==> src/rtl/uart_rx_cfg.sv <==
// ---------------------------------------------------------------------------
// uart_rx_cfg : parametrised UART receiver
//
// Receives LSB-first asynchronous serial frames on RX. A frame is one start
// bit, DATA_BITS data bits, an optional parity bit and one stop bit. Each bit
// lasts BAUD_DIV clk cycles. The receiver synchronises RX, rejects false
// starts, and flags framing errors, parity errors and overrun.
//
// Optional feature macro: UART_RX_PARITY_EN
//   defined   : a parity bit follows the data and is checked
//               (PARITY_ODD = 0 selects even parity, 1 selects odd parity).
//   undefined : the stop bit follows the data directly and parity_err is 0.
//
// Parameters
//   DATA_BITS  : data bits per frame, 5..9
//   BAUD_DIV   : clk cycles per bit, >= 8
//   PARITY_ODD : parity sense, used only with UART_RX_PARITY_EN
//
// Ports
//   clk        in  : system clock, rising edge
//   rst_n      in  : asynchronous active-low reset
//   RX         in  : serial input, asynchronous, idle high
//   clr_rdy    in  : consumer acknowledge; clears rdy and all flags
//   rx_data    out : last received data word
//   rdy        out : frame complete, rx_data valid
//   frame_err  out : stop bit of the last frame sampled 0
//   parity_err out : parity mismatch on the last frame
//   overrun    out : a frame completed while rdy was still set (sticky)
// ---------------------------------------------------------------------------
module uart_rx_cfg #(
    parameter int DATA_BITS  = 8,
    parameter int BAUD_DIV   = 43,
    parameter int PARITY_ODD = 0
) (
    input  logic                 clk,
    input  logic                 rst_n,
    input  logic                 RX,
    input  logic                 clr_rdy,
    output logic [DATA_BITS-1:0] rx_data,
    output logic                 rdy,
    output logic                 frame_err,
    output logic                 parity_err,
    output logic                 overrun
);

    localparam int CNT_W = $clog2(BAUD_DIV);
    localparam int BIT_W = $clog2(DATA_BITS);

    localparam logic [CNT_W-1:0] CNT_ZERO = {CNT_W{1'b0}};
    localparam logic [CNT_W-1:0] CNT_ONE  = CNT_W'(1);
    localparam logic [CNT_W-1:0] CNT_HALF = CNT_W'(BAUD_DIV / 2 - 1);
    localparam logic [CNT_W-1:0] CNT_FULL = CNT_W'(BAUD_DIV - 1);
    localparam logic [BIT_W-1:0] BIT_ZERO = {BIT_W{1'b0}};
    localparam logic [BIT_W-1:0] BIT_ONE  = BIT_W'(1);
    localparam logic [BIT_W-1:0] BIT_LAST = BIT_W'(DATA_BITS - 1);

    // DONE is the single cycle between the stop sample and the output load;
    // it also watches for the next start bit so back-to-back frames keep
    // their timing.
    typedef enum logic [2:0] {
        ST_IDLE   = 3'd0,
        ST_START  = 3'd1,
        ST_DATA   = 3'd2,
`ifdef UART_RX_PARITY_EN
        ST_PARITY = 3'd3,
`endif
        ST_STOP   = 3'd4,
        ST_DONE   = 3'd5
    } state_t;

`ifdef UART_RX_PARITY_EN
    localparam logic ODD_BIT = (PARITY_ODD != 32'sd0);

    // Returns 1 when data plus parity bit do not match the selected sense.
    function automatic logic parity_bad(input logic [DATA_BITS-1:0] data,
                                        input logic                 pbit);
        parity_bad = (^data) ^ pbit ^ ODD_BIT;
    endfunction

    logic pbit_q, pbit_d;
`else
    logic unused_cfg_s;
    assign unused_cfg_s = (PARITY_ODD != 32'sd0);
`endif

    state_t                 state_q, state_d;
    logic                   sync1_q, sync1_d;
    logic                   sync2_q, sync2_d;
    logic [CNT_W-1:0]       cnt_q, cnt_d;
    logic [BIT_W-1:0]       bit_q, bit_d;
    logic [DATA_BITS-1:0]   shift_q, shift_d;
    logic                   stop_q, stop_d;
    logic                   armed_q, armed_d;
    logic [DATA_BITS-1:0]   rx_data_q, rx_data_d;
    logic                   rdy_q, rdy_d;
    logic                   frame_err_q, frame_err_d;
    logic                   parity_err_q, parity_err_d;
    logic                   overrun_q, overrun_d;
    logic                   rx_s;

    assign rx_s       = sync2_q;
    assign rx_data    = rx_data_q;
    assign rdy        = rdy_q;
    assign frame_err  = frame_err_q;
    assign parity_err = parity_err_q;
    assign overrun    = overrun_q;

    // Next-state, datapath and flag logic for the receive state machine.
    always_comb begin
        sync1_d      = RX;
        sync2_d      = sync1_q;
        state_d      = state_q;
        cnt_d        = cnt_q;
        bit_d        = bit_q;
        shift_d      = shift_q;
        stop_d       = stop_q;
        armed_d      = armed_q;
        rx_data_d    = rx_data_q;
        rdy_d        = rdy_q;
        frame_err_d  = frame_err_q;
        parity_err_d = parity_err_q;
        overrun_d    = overrun_q;
`ifdef UART_RX_PARITY_EN
        pbit_d       = pbit_q;
`endif

        // Acknowledge clears everything; a completing frame below overrides.
        if (clr_rdy) begin
            rdy_d        = 1'b0;
            frame_err_d  = 1'b0;
            parity_err_d = 1'b0;
            overrun_d    = 1'b0;
        end else begin
            rdy_d        = rdy_q;
        end

        case (state_q)
            ST_IDLE: begin
                cnt_d = CNT_ZERO;
                bit_d = BIT_ZERO;
                if (armed_q) begin
                    if (!rx_s) begin
                        state_d = ST_START;
                    end else begin
                        state_d = ST_IDLE;
                    end
                end else begin
                    // After a framing error wait for the line to go high
                    // so a held break is not taken as a new start bit.
                    armed_d = rx_s;
                end
            end
            ST_START: begin
                if (cnt_q == CNT_HALF) begin
                    cnt_d = CNT_ZERO;
                    if (rx_s) begin
                        state_d = ST_IDLE;
                    end else begin
                        state_d = ST_DATA;
                    end
                end else begin
                    cnt_d = cnt_q + CNT_ONE;
                end
            end
            ST_DATA: begin
                if (cnt_q == CNT_FULL) begin
                    cnt_d   = CNT_ZERO;
                    shift_d = {rx_s, shift_q[DATA_BITS-1:1]};
                    if (bit_q == BIT_LAST) begin
                        bit_d = BIT_ZERO;
`ifdef UART_RX_PARITY_EN
                        state_d = ST_PARITY;
`else
                        state_d = ST_STOP;
`endif
                    end else begin
                        bit_d = bit_q + BIT_ONE;
                    end
                end else begin
                    cnt_d = cnt_q + CNT_ONE;
                end
            end
`ifdef UART_RX_PARITY_EN
            ST_PARITY: begin
                if (cnt_q == CNT_FULL) begin
                    cnt_d   = CNT_ZERO;
                    pbit_d  = rx_s;
                    state_d = ST_STOP;
                end else begin
                    cnt_d = cnt_q + CNT_ONE;
                end
            end
`endif
            ST_STOP: begin
                if (cnt_q == CNT_FULL) begin
                    cnt_d   = CNT_ZERO;
                    stop_d  = rx_s;
                    state_d = ST_DONE;
                end else begin
                    cnt_d = cnt_q + CNT_ONE;
                end
            end
            ST_DONE: begin
                rx_data_d   = shift_q;
                rdy_d       = 1'b1;
                frame_err_d = !stop_q;
`ifdef UART_RX_PARITY_EN
                parity_err_d = parity_bad(shift_q, pbit_q);
`else
                parity_err_d = 1'b0;
`endif
                if (clr_rdy) begin
                    overrun_d = 1'b0;
                end else begin
                    overrun_d = overrun_q | rdy_q;
                end
                armed_d = stop_q;
                cnt_d   = CNT_ZERO;
                if (stop_q && !rx_s) begin
                    state_d = ST_START;
                end else begin
                    state_d = ST_IDLE;
                end
            end
            default: begin
                state_d = ST_IDLE;
                cnt_d   = CNT_ZERO;
                bit_d   = BIT_ZERO;
            end
        endcase
    end

    // Register bank; reset leaves the receiver idle, armed, line seen high.
    always_ff @(posedge clk or negedge rst_n) begin
        if (!rst_n) begin
            sync1_q      <= 1'b1;
            sync2_q      <= 1'b1;
            state_q      <= ST_IDLE;
            cnt_q        <= CNT_ZERO;
            bit_q        <= BIT_ZERO;
            shift_q      <= {DATA_BITS{1'b0}};
            stop_q       <= 1'b1;
            armed_q      <= 1'b1;
            rx_data_q    <= {DATA_BITS{1'b0}};
            rdy_q        <= 1'b0;
            frame_err_q  <= 1'b0;
            parity_err_q <= 1'b0;
            overrun_q    <= 1'b0;
`ifdef UART_RX_PARITY_EN
            pbit_q       <= 1'b0;
`endif
        end else begin
            sync1_q      <= sync1_d;
            sync2_q      <= sync2_d;
            state_q      <= state_d;
            cnt_q        <= cnt_d;
            bit_q        <= bit_d;
            shift_q      <= shift_d;
            stop_q       <= stop_d;
            armed_q      <= armed_d;
            rx_data_q    <= rx_data_d;
            rdy_q        <= rdy_d;
            frame_err_q  <= frame_err_d;
            parity_err_q <= parity_err_d;
            overrun_q    <= overrun_d;
`ifdef UART_RX_PARITY_EN
            pbit_q       <= pbit_d;
`endif
        end
    end

endmodule

==> config.mk <==
export PLATFORM = sky130hd
export DESIGN_NAME = uart_rx_cfg
export DESIGN_NICKNAME = d
export VERILOG_FILES = /design/src/rtl/uart_rx_cfg.sv
export SDC_FILE = /design/constraint.sdc
export NUM_CORES = 1
export LEC_CHECK = 0
export BUFFER_PORTS_ARGS = -buffer_cell sky130_fd_sc_hd__buf_2
export CAP_MARGIN = 20
export CORE_MARGIN = 2
export CORE_UTILIZATION = 52
export CTS_CLUSTER_SIZE = 16
export DETAILED_ROUTE_END_ITERATION = 6
export PLACE_DENSITY = 0.73
export SYNTH_ARGS = -nofsm -noshare
export SYNTH_HDL_FRONTEND = slang
export SYNTH_SLANG_ARGS = --single-unit
==> constraint.sdc <==
create_clock -name clk -period 1.5 [get_ports clk]
set_input_delay 0.15 -clock clk [delete_from_list [all_inputs] [get_ports clk]]
set_output_delay 0.15 -clock clk [all_outputs]
set_load 0.005 [all_outputs]
== Word-level counts from Yosys, hierarchy flattened ==
Cells that the tools add are included.

* Bits in registers: 36
* Input bits: 4
* Output and inout port bits: 12

* Mux-type cells: 23
* Eq/ne operators: 12
* Reduce and logical (&&, ||, !) cells: 12
* Bitwise operators: 2
* Add/subtract/negate cells: 2

{| class="wikitable"
|+ Operator list
! cell !! count
|-
| 2-to-1 mux 3 bit || 7
|-
| case mux 3 bit (5 select lines) || 1
|-
| 2-to-1 mux 6 bit || 2
|-
| case mux 6 bit (2 select lines) || 1
|-
| != test 2 bit, second input constant || 5
|-
| == test 3 bit, second input constant || 3
|-
| 2-to-1 mux 1 bit || 9
|-
| adder 6 x 1 -> 6 bit, second input constant || 1
|-
| == test 6 x 5 -> 1 bit, second input constant || 1
|-
| == test 6 bit, second input constant || 1
|-
| case mux 3 bit (2 select lines) || 1
|-
| AND reduction 2 bit || 3
|-
| AND reduction 5 bit || 1
|-
| nonzero test 2 bit || 2
|-
| adder 3 x 1 -> 3 bit, second input constant || 1
|-
| == test 3 x 1 -> 1 bit, second input constant || 1
|-
| == test 3 x 2 -> 1 bit, second input constant || 1
|-
| logical NOT 3 bit || 1
|-
| OR reduction 3 bit || 1
|-
| logical NOT 1 bit || 2
|-
| 2-to-1 mux 2 bit || 1
|-
| case mux 1 bit (2 select lines) || 1
|-
| OR reduction 2 bit || 1
|-
| logical AND 1 bit || 1
|-
| other kinds (2) || 2
|}

== Longest topological paths before layout ==
* Depth after elaboration: 4
* Depth in mapped cells: 7
* Depth with buffers taken out: 6

== Worst setup path before layout ==
No wires, ideal clock.

* Path type: register to register
* From: register cnt_q[0]
* To: register shift_q[0]
* Stages on the path, launching flop included: 8
* Path buffers: 1
* Data required time: 1.375 ns
* Setup slack: -0.177 ns
* Arrival: 1.552 ns
* Cells stage by stage: dfrtp_1 -> inv_1 -> ha_1 -> nand4b_4 -> nor2_4 -> and3_1 -> buf_6 -> mux2_4

* Longest elaborated chain between the ends: 2

{| class="wikitable"
|+ Ends and longest elaborated chain
! what !! line !! RTL
|-
| from (decl) || 89 || <nowiki>logic [CNT_W-1:0] cnt_q, cnt_d;</nowiki>
|-
| from (signal assigned) || 256 || <nowiki>cnt_q <= cnt_d;</nowiki>
|-
| == test 6 bit || 166 || <nowiki>if (cnt_q == CNT_FULL) begin</nowiki>
|-
| AND reduction 2 bit (no line) || -- ||
|-
| to (signal assigned) || 241 || <nowiki>shift_q <= {DATA_BITS{1'b0}};</nowiki>
|-
| to (signal assigned) || 258 || <nowiki>shift_q <= shift_d;</nowiki>
|-
| to (decl) || 91 || <nowiki>logic [DATA_BITS-1:0] shift_q, shift_d;</nowiki>
|}

Every way passes these cells.
A chain may end at the register's enable or synchronous reset.

== Worst setup path after layout ==
* From: register cnt_q[0]
* To: register shift_q[5]

Same word-level chain as after synthesis.

==> flow_metrics.tcl <==
set metrics [dict create \
    antennaDiodeCount 0 \
    die_x_um 60.1 \
    dr.pass1.iters 4 \
    post_dp_cell_area_um2 1910 \
    synth_ff_type "dfrtp_1" \
    synth_enable_flop_cells 0 \
    drv_slew 0 \
    final_layout_size_suffix_gt1_frac 0.416 \
    setup_viol 8 \
    clk_pin_slew_ns 0.10 \
    async_reset_ff_frac 1.00 \
    fillers 230 \
    crit_buf_inv 1 \
    fin_util 0.688 \
    reg2reg_depth 6 \
    path_depth 6 \
    vias 1176 \
    vias_per_cell 5.14 \
    rrSetupSlack_ns -0.03 \
    root_buffer "clkbuf_4" \
    cts_tree "built" \
    crit_slowest_cell "dfrtp_1" \
    grt_pass1_vias 1180 \
    start_kind "flip-flop" \
    clk_path_buf_depth 2 \
    synth_nets 152 \
    critical_path_class "reg -> reg" \
    stdcell_area_um2 2080 \
    setup_slack_ns -0.0253 \
    ys_seq_area_frac 0.539 \
    core_um2 3030 \
    area_growth_syn_to_layout_pct 27.6 \
    gp_congestion 0.850 \
    critical_path_peak_fanout 8 \
    finalWirelength_um 3220 \
    htree_levels 2 \
    final_cells 229 \
    track_usage 0.201 \
    syn_avg_cell_area_um2 11.4 \
    yosysWarningCount 0 \
    min_path_type "in -> async" \
    grt_pass1_wl_um 5180 \
    finalSetupTns_ns -0.152 \
    io_pins 16 \
    place_hpwl_um 2240 \
    post-route-period-util 1.02 \
    nets 193 \
    die_y_um 60.1 \
    required_ns 1.72 \
    r2r_start "cnt_q[0]" \
    wl_per_cell_um 14.0 \
    ys_types 40 \
    ir_drop_uv 916 \
    crit_arrival_ns 1.75 \
    row_count 20 \
    final.min_clock_period_ns 1.53 \
    port_buffers 14 \
    clkLatencyLatePin_ns 0.33 \
    register_area_um2 883 \
    max_cap_viol_count 0 \
    worstSetupStartpoint "cnt_q[0]" \
    initial_core_util 0.540 \
    dp.cells 216 \
    rsz0062_at_grt "yes" \
    powerDensity_nw_per_um2 1140 \
    antenna_found_initial 0 \
    grt_max_degree 20 \
    synth_seq_cells 35 \
    fin_skew_ns 0.0156 \
    worstPathCellList "inv_2 -> ha_4 -> nand4b_4 -> nor2_4 -> and3_4 -> mux2_4" \
    cpPeakStageDelay_ns 0.40 \
    crit_family "simple AND/OR/NAND/NOR gates" \
    syn-cell-area_um2 1630 \
    violations "setup timing" \
    die_area_um2 3610 \
    hold_violations 0 \
    clock.fmax_ghz 0.656 \
    multi_input_area_um2 769 \
    outcome "complete, but fails checks" \
    cts_num_sinks 35 \
    drc 0 \
    leakagePower_uw 0.00105 \
    whs_ns 0.273 \
    overflow 0 \
    antenna_left 0 \
    postSynthCellCount 143 \
    end_kind "flip-flop" \
    dr.first_iter.drc_count 43 \
    cts_buffers 5 \
]
worst paths after layout:
check | endpoint
max | shift_q[5]
min | rx_data[1]
max reg2reg | shift_q[5]
min reg2reg | rx_s
max in group asynchronous | rx_s
min in group clk | rx_s
stage by stage:
stage | total power, µW | worst slack (ns)
after detailed placement | 1670 | -0.102
after global routing | 2490 | -0.0651
after global placement | 1650 | -0.0646
after CTS | 2260 | -0.0176
final | 2370 | -0.0253
after floorplan | 1410 | -0.176
cells by family after synthesis:
kind of cell,Yosys count,share of synthesized area
and+or+nand+nor,57,0.181
DFF,35,0.539
AOI/OAI and AO/OA,18,0.0819
muxes,12,0.0988
buffers and inverters,11,0.0375
adders and majority gates,5,0.0383
xor gates and xnor gates,4,0.0214
other,1,0.00229
final cells by class:
cell class	count	share of cell area
Clock buffer	7	0.0264
Sequential cell	35	0.424
Tap cell	44	0.0264
Timing Repair Buffer	40	0.143
Inverter	5	0.00900
Multi-Input combinational cell	97	0.369
Clock inverter	1	0.00240
where the power goes:
part	switching [µW]	internal [µW]	total (µW)
registers	96.2	1020	1110
logic	332	390	722
clock network	303	227	531
layer usage:
metal / up-vias / routed length, µm / global-route usage
met5: - / 0 / 0
met4: 0 / 60 / 0.0889
met3: 7 / 105 / 0.0541
met2: 27 / 1730 / 0.349
met1: 579 / 1320 / 0.231
li1: 563 / - / -
cell usage after synthesis, types with 2 or more instances:
library cell / count / area share
dfrtp_1: 31 / 0.47
nand2_1: 28 / 0.064
nor2_1: 11 / 0.025
mux2_4: 8 / 0.074
ha_1: 5 / 0.038
inv_1: 5 / 0.011
dfstp_2: 4 / 0.064
nand3_1: 4 / 0.012
a21oi_1: 3 / 0.0092
buf_4: 3 / 0.014
mux2i_1: 3 / 0.018
nand3b_1: 3 / 0.014
o21ai_0: 3 / 0.0092
o22ai_1: 3 / 0.011
and3_1: 2 / 0.0077
xnor2_1: 2 / 0.011
xor2_1: 2 / 0.011
what timing repair did:
item	4_1_cts	5_1_grt
hold buffers	3	0
endpoints found under the hold margin	20	0
pin swaps	2	2
gates resized for setup	6	13
setup endpoints to repair	16	16
buffers inserted	1	2
sequential cells by signal (all words and copies together), names as in the netlist:
signal and flops:
armed_q 1, state_q 3, rx_data 8, frame_err 1
stop_q 1, rdy 1, sync1_q 1, overrun 1
bit_q 3, cnt_q 6, rx_s 1, shift_q 8
cells in the final DEF (no fill, tap or decap), types with 2 or more instances in the layout:
cell type      Yosys  final
mux2_4             8      8
clkbuf_4           0      5
nand3b_1           3      3
nand3_1            4      4
xnor2_1            2      2
ha_1               5      3
or3b_4             1      2
xor2_1             2      2
buf_4              3     21
mux2i_1            3      3
o22ai_1            3      3
o21ai_0            3      3
nor2_2             0      3
dlygate4sd3_1      0      3
dfrtp_2            0      2
dfstp_2            4      4
nand2_1           28     28
nor2_4             1      3
a21oi_1            3      3
dfrtp_1           31     29
inv_1              5      4
buf_12             0      2
buf_2              1     14
nor2_1            11      6
(Power assumes the default switching activity.)
